File: src/rtl/pixel_queue_sc.sv
`default_nettype none
// ============================================================================
//  Module      : pixel_queue_sc
//  Description : Single-clock pixel output queue. Buffers CHANNELS x
//                CHAN_WIDTH pixel components plus a POS_WIDTH position tag,
//                with fill level, programmable almost-full/almost-empty,
//                write acknowledge, over/underflow pulses and synchronous
//                flush. Synchronous-read storage suitable for block RAM.
//  Revision    : 1.0 - initial release
// ============================================================================
module pixel_queue_sc #(
    parameter int ADDR_WIDTH        = 4,
    parameter int CHANNELS          = 4,
    parameter int CHAN_WIDTH        = 8,
    parameter int POS_WIDTH         = 3,
    parameter int PROG_FULL_THRESH  = 12,
    parameter int PROG_EMPTY_THRESH = 2,
    localparam int DW               = CHANNELS * CHAN_WIDTH + POS_WIDTH
) (
    input  logic                  clk,
    input  logic                  clk_en,
    input  logic                  rst,
    input  logic                  flush,
    input  logic [DW-1:0]         din,
    input  logic                  wr_en,
    output logic                  wr_ack,
    output logic                  full,
    output logic                  almost_full,
    output logic                  overflow,
    input  logic                  rd_en,
    output logic [DW-1:0]         dout,
    output logic                  valid,
    output logic                  empty,
    output logic                  almost_empty,
    output logic                  underflow,
    output logic [ADDR_WIDTH:0]   level
);

    localparam int                c_depth_int = 2 ** ADDR_WIDTH;
    localparam logic [ADDR_WIDTH:0] c_depth     = (ADDR_WIDTH + 1)'(c_depth_int);
    localparam logic [ADDR_WIDTH:0] c_full_thr  = (ADDR_WIDTH + 1)'(PROG_FULL_THRESH);
    localparam logic [ADDR_WIDTH:0] c_empty_thr = (ADDR_WIDTH + 1)'(PROG_EMPTY_THRESH);

    logic [DW-1:0]          r_mem [c_depth_int];
    logic [ADDR_WIDTH-1:0]  r_wr_ptr;
    logic [ADDR_WIDTH-1:0]  r_rd_ptr;
    logic [ADDR_WIDTH:0]    r_level;
    logic [DW-1:0]          r_dout;
    logic                   r_wr_ack;
    logic                   r_overflow;
    logic                   r_valid;
    logic                   r_underflow;

    logic                   w_we;
    logic                   w_re;
    logic                   w_full;
    logic                   w_empty;
    logic                   w_wr_acc;
    logic                   w_rd_acc;

    // Status flags come from the level register only; pointers alone are
    // ambiguous when they are equal.
    assign w_full  = (r_level == c_depth);
    assign w_empty = (r_level == '0);

    // Gated strobes. A same-cycle read never makes room for a write on a full
    // queue, and a same-cycle write never bypasses to a read on an empty one.
    assign w_we     = wr_en & clk_en;
    assign w_re     = rd_en & clk_en;
    assign w_wr_acc = w_we & ~w_full  & ~flush & rst;
    assign w_rd_acc = w_re & ~w_empty & ~flush & rst;

    // Storage write port: no reset so the array maps onto block RAM.
    always_ff @(posedge clk) begin
        if (w_wr_acc) begin
            r_mem[r_wr_ptr] <= din;
        end
    end

    // Pointers, level, registered read data and pulse flags.
    always_ff @(posedge clk) begin
        if (!rst) begin
            r_wr_ptr    <= '0;
            r_rd_ptr    <= '0;
            r_level     <= '0;
            r_dout      <= '0;
            r_wr_ack    <= 1'b0;
            r_overflow  <= 1'b0;
            r_valid     <= 1'b0;
            r_underflow <= 1'b0;
        end else if (clk_en) begin
            if (flush) begin
                // dout deliberately holds its last value across a flush
                r_wr_ptr    <= '0;
                r_rd_ptr    <= '0;
                r_level     <= '0;
                r_wr_ack    <= 1'b0;
                r_overflow  <= 1'b0;
                r_valid     <= 1'b0;
                r_underflow <= 1'b0;
            end else begin
                r_wr_ack    <= w_wr_acc;
                r_overflow  <= w_we & w_full;
                r_valid     <= w_rd_acc;
                r_underflow <= w_re & w_empty;
                if (w_wr_acc) begin
                    r_wr_ptr <= r_wr_ptr + 1'b1;
                end
                if (w_rd_acc) begin
                    r_rd_ptr <= r_rd_ptr + 1'b1;
                    r_dout   <= r_mem[r_rd_ptr];
                end
                if (w_wr_acc && !w_rd_acc) begin
                    r_level <= r_level + 1'b1;
                end else if (w_rd_acc && !w_wr_acc) begin
                    r_level <= r_level - 1'b1;
                end
            end
        end
    end

    assign wr_ack       = r_wr_ack;
    assign overflow     = r_overflow;
    assign valid        = r_valid;
    assign underflow    = r_underflow;
    assign dout         = r_dout;
    assign level        = r_level;
    assign full         = w_full;
    assign empty        = w_empty;
    assign almost_full  = (r_level >= c_full_thr);
    assign almost_empty = (r_level <= c_empty_thr);

endmodule
`default_nettype wire
File: config.mk
export PLATFORM = sky130hd
export DESIGN_NAME = pixel_queue_sc
export DESIGN_NICKNAME = d
export VERILOG_FILES = /design/src/rtl/pixel_queue_sc.sv
export SDC_FILE = /design/constraint.sdc
export NUM_CORES = 1
export LEC_CHECK = 0
export BUFFER_PORTS_ARGS = -buffer_cell sky130_fd_sc_hd__buf_2
export CAP_MARGIN = 10
export CORE_ASPECT_RATIO = 2
export CORE_MARGIN = 10
export CORE_UTILIZATION = 61
export DETAILED_ROUTE_END_ITERATION = 12
export PLACE_DENSITY = 0.84
export SETUP_SLACK_MARGIN = 0.15
export SLEW_MARGIN = 5
export SYNTH_ARGS = -nofsm -noshare
export SYNTH_HDL_FRONTEND = slang
export SYNTH_SLANG_ARGS = --single-unit
File: constraint.sdc
create_clock -name clk -period 12.85 [get_ports clk]
set_clock_uncertainty 0.2 [all_clocks]
set_input_delay 2.57 -clock clk [delete_from_list [all_inputs] [get_ports clk]]
set_output_delay 2.57 -clock clk [all_outputs]
set_load 0.02 [all_outputs]
==> results.sh, run 1 <==
export IMPL_status="completed"
export IMPL_synthCells=1072
export IMPL_grt_overflow=0
export IMPL_power_mw=3.792
export IMPL_vias=11170
export IMPL_synth_warnings=0
export IMPL_postCtsSetupBuffers=0
export IMPL_tightest_slew_ns=1.281
export IMPL_die_h_um=296.5
export IMPL_peakVddDrop_mv=0.1384
export IMPL_clkSinkCount=612
export IMPL_cp_num_buf_inv=2
export IMPL_grt_total_usage=0.2195
export IMPL_grt_max_degree=77
export IMPL_ys_types=43
export IMPL_ctsHoldBuffers=0
export IMPL_p_seq_frac=0.574
export IMPL_synth_net_count=1123
export IMPL_post_place_ws_ns=7.207
export IMPL_synth_seq_cells=612
export IMPL_post_drt_wl_per_cell_um=29.65
export IMPL_layout_commonest_cell="edfxtp_1"
export IMPL_cp_cell_sequence="buf_2 > nand4b_2 > a21oi_2 > nand2_1 > nor2_4 > buf_4"
export IMPL_cts_resized=0
export IMPL_ant_nets=0
export IMPL_n_antenna_cell=0
export IMPL_period_share=0.3944
export IMPL_rows=101
export IMPL_initialDrtViolationCount=1080
export IMPL_power_leakage_nw=8.223
export IMPL_clk_latency_ns=0.58
export IMPL_place_area_um2=24400
export IMPL_avgSynthCellArea_um2=21.76
export IMPL_hold_path_class="reg2reg"
export IMPL_grt_pass1_vias=12170
export IMPL_routed_wl_mm=49.92
export IMPL_drv_slew=0
export IMPL_swShare=0.1958
export IMPL_clockPowerShare=0.409
export IMPL_tns_ns=0
export IMPL_grt_setup_unrepaired="no"
export IMPL_fin_ws_ns=7.782
export IMPL_finalCoreUtilization=0.6875
export IMPL_finalInstanceArea_um2=26070
export IMPL_final_cell_mix="edfxtp_1, mux4_2, buf_2"
export IMPL_power_switching_uw=742.6
export IMPL_drc=0
export IMPL_start_kind="input port"
export IMPL_crit_type="in2reg"
export IMPL_dr_pass1_iters=5
export IMPL_gp_congestion=0.7868
export IMPL_cp_slowest_cell="nor2_4"
export IMPL_clk_pin_slew_ns=0.07
export IMPL_io_pins=89
export IMPL_finalHoldViolations=0
export IMPL_required_ns=12.89
export IMPL_fmax_ghz=0.1973
export IMPL_cts_root_buf="clkbuf_16"
export IMPL_syn_area_um2=23320
export IMPL_dp_cells=1592
export IMPL_portBuffers=88
export IMPL_pwr_share_comb=0.017
export IMPL_cpPeakStageDelay_ns=0.64
export IMPL_path_delay_family="simple AND/OR/NAND/NOR gates"
export IMPL_core_area_um2=37910
export IMPL_dpl_hpwl_mm=28.24
export IMPL_cts_max_level=2
export IMPL_cts_inserted_buffers=49
export IMPL_layout_nets=1231
export IMPL_slew_headroom=0.1442
export IMPL_grt_antenna_before_repair=1
export IMPL_drive_gt1_frac=0.3260
export IMPL_cp_max_fo=21
export IMPL_power_density_nw_per_um2=145.5
export IMPL_period_needed_ns=5.068
export IMPL_setup_viol=0
export IMPL_drt_vias_per_instance=6.635
export IMPL_dieArea_um2=46930
export IMPL_start_util=0.6152
export IMPL_internal_power_mw=3.049
export IMPL_end_kind="flop"
export IMPL_final_cells=1684
export IMPL_cts_tree="built"
export IMPL_syn_to_final_growth_pct=11.75
export IMPL_critPathArrivalTime_ns=5.11
export IMPL_timing_hold_ws_ns=0.2844
export IMPL_die_width_um=158.3
export IMPL_drv_cap=0
export IMPL_ys_seq_area_frac=0.7656
export IMPL_grt_first_pass_wirelength_mm=76.08
export IMPL_clockBufferDepth=3
## flip-flops by register name, indices dropped and copies added, names as in the netlist
register / flops
r_mem: 560
dout: 35
level: 5
r_rd_ptr: 4
r_wr_ptr: 4
overflow: 1
underflow: 1
valid: 1
wr_ack: 1
## logic make-up (layout without fill, tap and decap cells)
| group | count (synthesis) | count (layout) | share of synthesized area |
|---|---|---|---|
| flip-flops | 612 | 612 | 0.7656 |
| AND/OR/NAND/NOR | 115 | 115 | 0.02435 |
| adder cells (fa/ha/maj) | 10 | 10 | 0.005686 |
| XOR/XNOR | 3 | 3 | 0.001127 |
| buffers and inverters | 59 | 208 | 0.01159 |
| multiplexers | 214 | 214 | 0.1689 |
| AO/OA/AOI/OAI | 59 | 59 | 0.02280 |
## per-layer routing
| metal | part of all wire | wire length [µm] | track usage | up-vias |
|---|---|---|---|---|
| met3 | 0.056 | 2792 | 0.03054 | 131 |
| met4 | 0.038 | 1914 | 0.09621 | 2 |
| met1 | 0.34 | 17200 | 0.2548 | 5858 |
| met5 | 0.00026 | 13 | 0 | - |
| met2 | 0.56 | 28000 | 0.3950 | 502 |
| li1 | - | - | - | 4681 |
## path summary, 6_finish.rpt
| path | from | endpoint | slack (ns) | cells past startpoint |
|---|---|---|---|---|
| worst max register to register | r_rd_ptr[1] | dout[34] | 9.01 | 6 |
| worst min-delay path | dout[31] | dout[31] | 0.28 | 1 |
| worst max-delay path | rst | r_mem[7][29] | 7.78 | 6 |
| worst min register to register | dout[31] | dout[31] | 0.28 | 1 |
## cell usage after synthesis, drive strengths merged
library cell	instances	area, µm²
mux2	36	405.4
xor2	3	26.28
nor2	54	205.2
and2	8	50.05
nor2b	2	12.51
inv	3	11.26
dfxtp	52	1041
a221oi	1	15.01
mux4	140	3153
nand3	4	20.02
o221ai	1	8.760
a21o	1	7.510
a21oi	5	28.78
nor4	1	21.27
o21a	4	30.03
a31o	1	8.760
o2bb2ai	1	8.760
nand4	2	12.51
a221o	36	360.4
o21ai	2	10.01
buf	30	161.4
nand2b	4	25.02
a2111oi	1	8.760
edfxtp	560	16820
mux2i	38	380.4
nor3	6	30.03
nand2	24	92.59
fa	1	20.02
nand4b	3	47.54
and3	3	18.77
and4b	1	10.01
a21boi	6	45.04
ha	9	112.6
clkbuf	26	97.59
nand3b	3	22.52
## power groups by stage
stage / clock network, mW / registers (mW) / logic (mW)
2_1_floorplan: 0 / 2.22 / 0.0236
3_3_place_gp: 0 / 2.22 / 0.0614
3_5_place_dp: 0 / 2.22 / 0.0647
4_1_cts: 1.57 / 2.17 / 0.0650
5_1_grt: 1.64 / 2.17 / 0.0703
6_report: 1.55 / 2.17 / 0.0647
## final cells by class
type                            count  area (µm²)
Clock buffer                       61        1321
Clock inverter                     31       342.8
Fill cell                        2216       11850
Inverter                            3       11.26
Multi-Input combinational cell    401        5314
Sequential cell                   612       17870
Tap cell                          463       579.3
Timing Repair Buffer              113       628.1
No activity file was read; power rests on OpenSTA's default activity.
==> inputs of run 2 (changes only) <==
==> constraint.sdc (replaced) <==
create_clock -name clk -period 5 [get_ports clk]
set_clock_uncertainty 0.2 [all_clocks]
set_input_delay 1 -clock clk [delete_from_list [all_inputs] [get_ports clk]]
set_output_delay 1 -clock clk [all_outputs]
set_load 0.02 [all_outputs]
==> run 2 against run 1 <==
- utilization rose by 0.57 points
- critical path depth is the same
- sequential share of layout area decreased by 0.57 points
- worst hold slack gained 0.0045 ns
- via count increased by 1.8%
- wire length increased by 5.2%
- final cell count grew 0.18%
- clock-buffer cell count rose by 7
- setup slack lost 6.3 ns
- die area unchanged
- non-clock buffer count grew 3
- critical path type unchanged
- critical endpoint is now r_mem[15][17]
- highest routed layer unchanged
==> results.sh, run 2 (same netlist as run 1, synthesis figures left out) <==
export IMPL_status="completed"
export IMPL_dp_cells=1595
export IMPL_dr_pass1_iters=5
export IMPL_grt_max_degree=63
export IMPL_multi_input_area_um2=5339
export IMPL_cts_tree="built"
export IMPL_cts_root_buf="clkbuf_16"
export IMPL_tns_ns=0
export IMPL_cts_max_level=2
export IMPL_power_density_nw_per_um2=376.8
export IMPL_initialDrtViolationCount=1249
export IMPL_tightest_slew_ns=1.096
export IMPL_end_kind="flop"
export IMPL_period_share=0.7068
export IMPL_rows=101
export IMPL_crit_type="in2reg"
export IMPL_die_h_um=296.5
export IMPL_largest_register="r_mem"
export IMPL_post_drt_wl_per_cell_um=31.12
export IMPL_fillers=2162
export IMPL_peakVddDrop_mv=0.2908
export IMPL_drv_slew=0
export IMPL_core_area_um2=37910
export IMPL_fin_ws_ns=1.466
export IMPL_final_cells=1687
export IMPL_drive_gt1_frac=0.3292
export IMPL_post_place_ws_ns=0.9741
export IMPL_cp_max_fo=21
export IMPL_p_seq_frac=0.564
export IMPL_clockBufferDepth=3
export IMPL_grt_antenna_before_repair=1
export IMPL_vias=11370
export IMPL_drv_cap=0
export IMPL_power_leakage_nw=8.275
export IMPL_grt_overflow=0
export IMPL_io_pins=89
export IMPL_cts_inserted_buffers=49
export IMPL_clkSinkCount=612
export IMPL_clockPowerShare=0.418
export IMPL_syn_to_final_growth_pct=12.68
export IMPL_internal_power_mw=8.007
export IMPL_die_width_um=158.3
export IMPL_grt_total_usage=0.2326
export IMPL_ant_nets=0
export IMPL_grt_first_pass_wirelength_mm=79.85
export IMPL_finalHoldViolations=0
export IMPL_largest_register_ffs=560
export IMPL_clk_pin_slew_ns=0.07
export IMPL_setup_viol=0
export IMPL_ctsHoldBuffers=0
export IMPL_required_ns=5.06
export IMPL_routed_wl_mm=52.50
export IMPL_portBuffers=88
export IMPL_grt_pass1_vias=12110
export IMPL_clk_latency_ns=0.58
export IMPL_power_mw=9.904
export IMPL_layout_commonest_cell="edfxtp_1"
export IMPL_gp_congestion=0.8321
export IMPL_layout_nets=1234
export IMPL_postCtsSetupBuffers=0
export IMPL_critPathArrivalTime_ns=3.60
export IMPL_period_needed_ns=3.534
export IMPL_fmax_ghz=0.2830
export IMPL_drc=0
export IMPL_final_cell_mix="edfxtp_1, mux4_2, buf_2"
export IMPL_dpl_hpwl_mm=29.39
export IMPL_power_switching_mw=1.897
export IMPL_start_util=0.6152
export IMPL_drt_vias_per_instance=6.740
export IMPL_cts_resized=0
export IMPL_n_antenna_cell=0
export IMPL_grt_setup_unrepaired="no"
export IMPL_swShare=0.1915
export IMPL_pwr_share_comb=0.017
export IMPL_start_kind="input port"
export IMPL_dieArea_um2=46930
export IMPL_hold_path_class="reg2reg"
export IMPL_regArea_um2=17870
export IMPL_slew_headroom=0.2693
==> run 2: changes by cell type in the layout (fill, tap and decap cells not counted), sizes merged <==
| cell | delta |
|---|---|
| clkinv | -9 |
| clkbuf | +7 |
| inv | +1 |
| bufinv | +1 |
| buf | +3 |
==> run 2: final cells by class <==
class                      instances  area share
multi-input combinational        401      0.2031
clock inverter                    24     0.01204
clock buffer                      68     0.05441
sequential                       612      0.6799
tap                              463     0.02204
inverter                           3   0.0004284
timing repair buffer             116     0.02809
==> run 2: path summary, 6_finish.rpt <==
check	startpoint	end	slack [ns]	cells past startpoint
min reg2reg	dout[19]	dout[19]	0.29	1
max reg2reg	level[0]	level[4]	1.80	8
max	rst	r_mem[15][17]	1.47	6
min	dout[19]	dout[19]	0.29	1
==> run 2: metrics by stage <==
step / hold WS, ns / instance area, µm² / utilization
after floorplan: 0.3508 / 23340 / -
after global routing: 0.3046 / 26280 / 0.6933
after detailed placement: 0.2782 / 24540 / 0.6472
after global placement: 0.2653 / 24540 / 0.6472
after CTS: 0.2936 / 26280 / 0.6933
final: 0.2889 / 26280 / 0.6933
==> run 2: routing by layer <==
metal / vias up / GRT usage / wire length, µm
met1: 5955 / 0.2831 / 18030
met4: 2 / 0.08350 / 1591
met2: 626 / 0.4138 / 29180
met3: 101 / 0.03242 / 3673
met5: - / 0 / 17
li1: 4686 / - / -
==> run 2: critical path: stages <==
cell and delay, ns:
buf_2 0.31, nand4b_2 0.29, a21oi_2 0.48, nand2_1 0.39
nor2_4 0.74, buf_4 0.35
==> run 2: power by group through the flow <==
stage | logic (mW) | clock network [mW] | registers (mW)
4_1_cts | 0.171 | 4.19 | 5.59
6_report | 0.170 | 4.14 | 5.59
2_1_floorplan | 0.0607 | 0 | 5.71
3_5_place_dp | 0.170 | 0 | 5.70
3_3_place_gp | 0.160 | 0 | 5.70
5_1_grt | 0.185 | 4.37 | 5.59
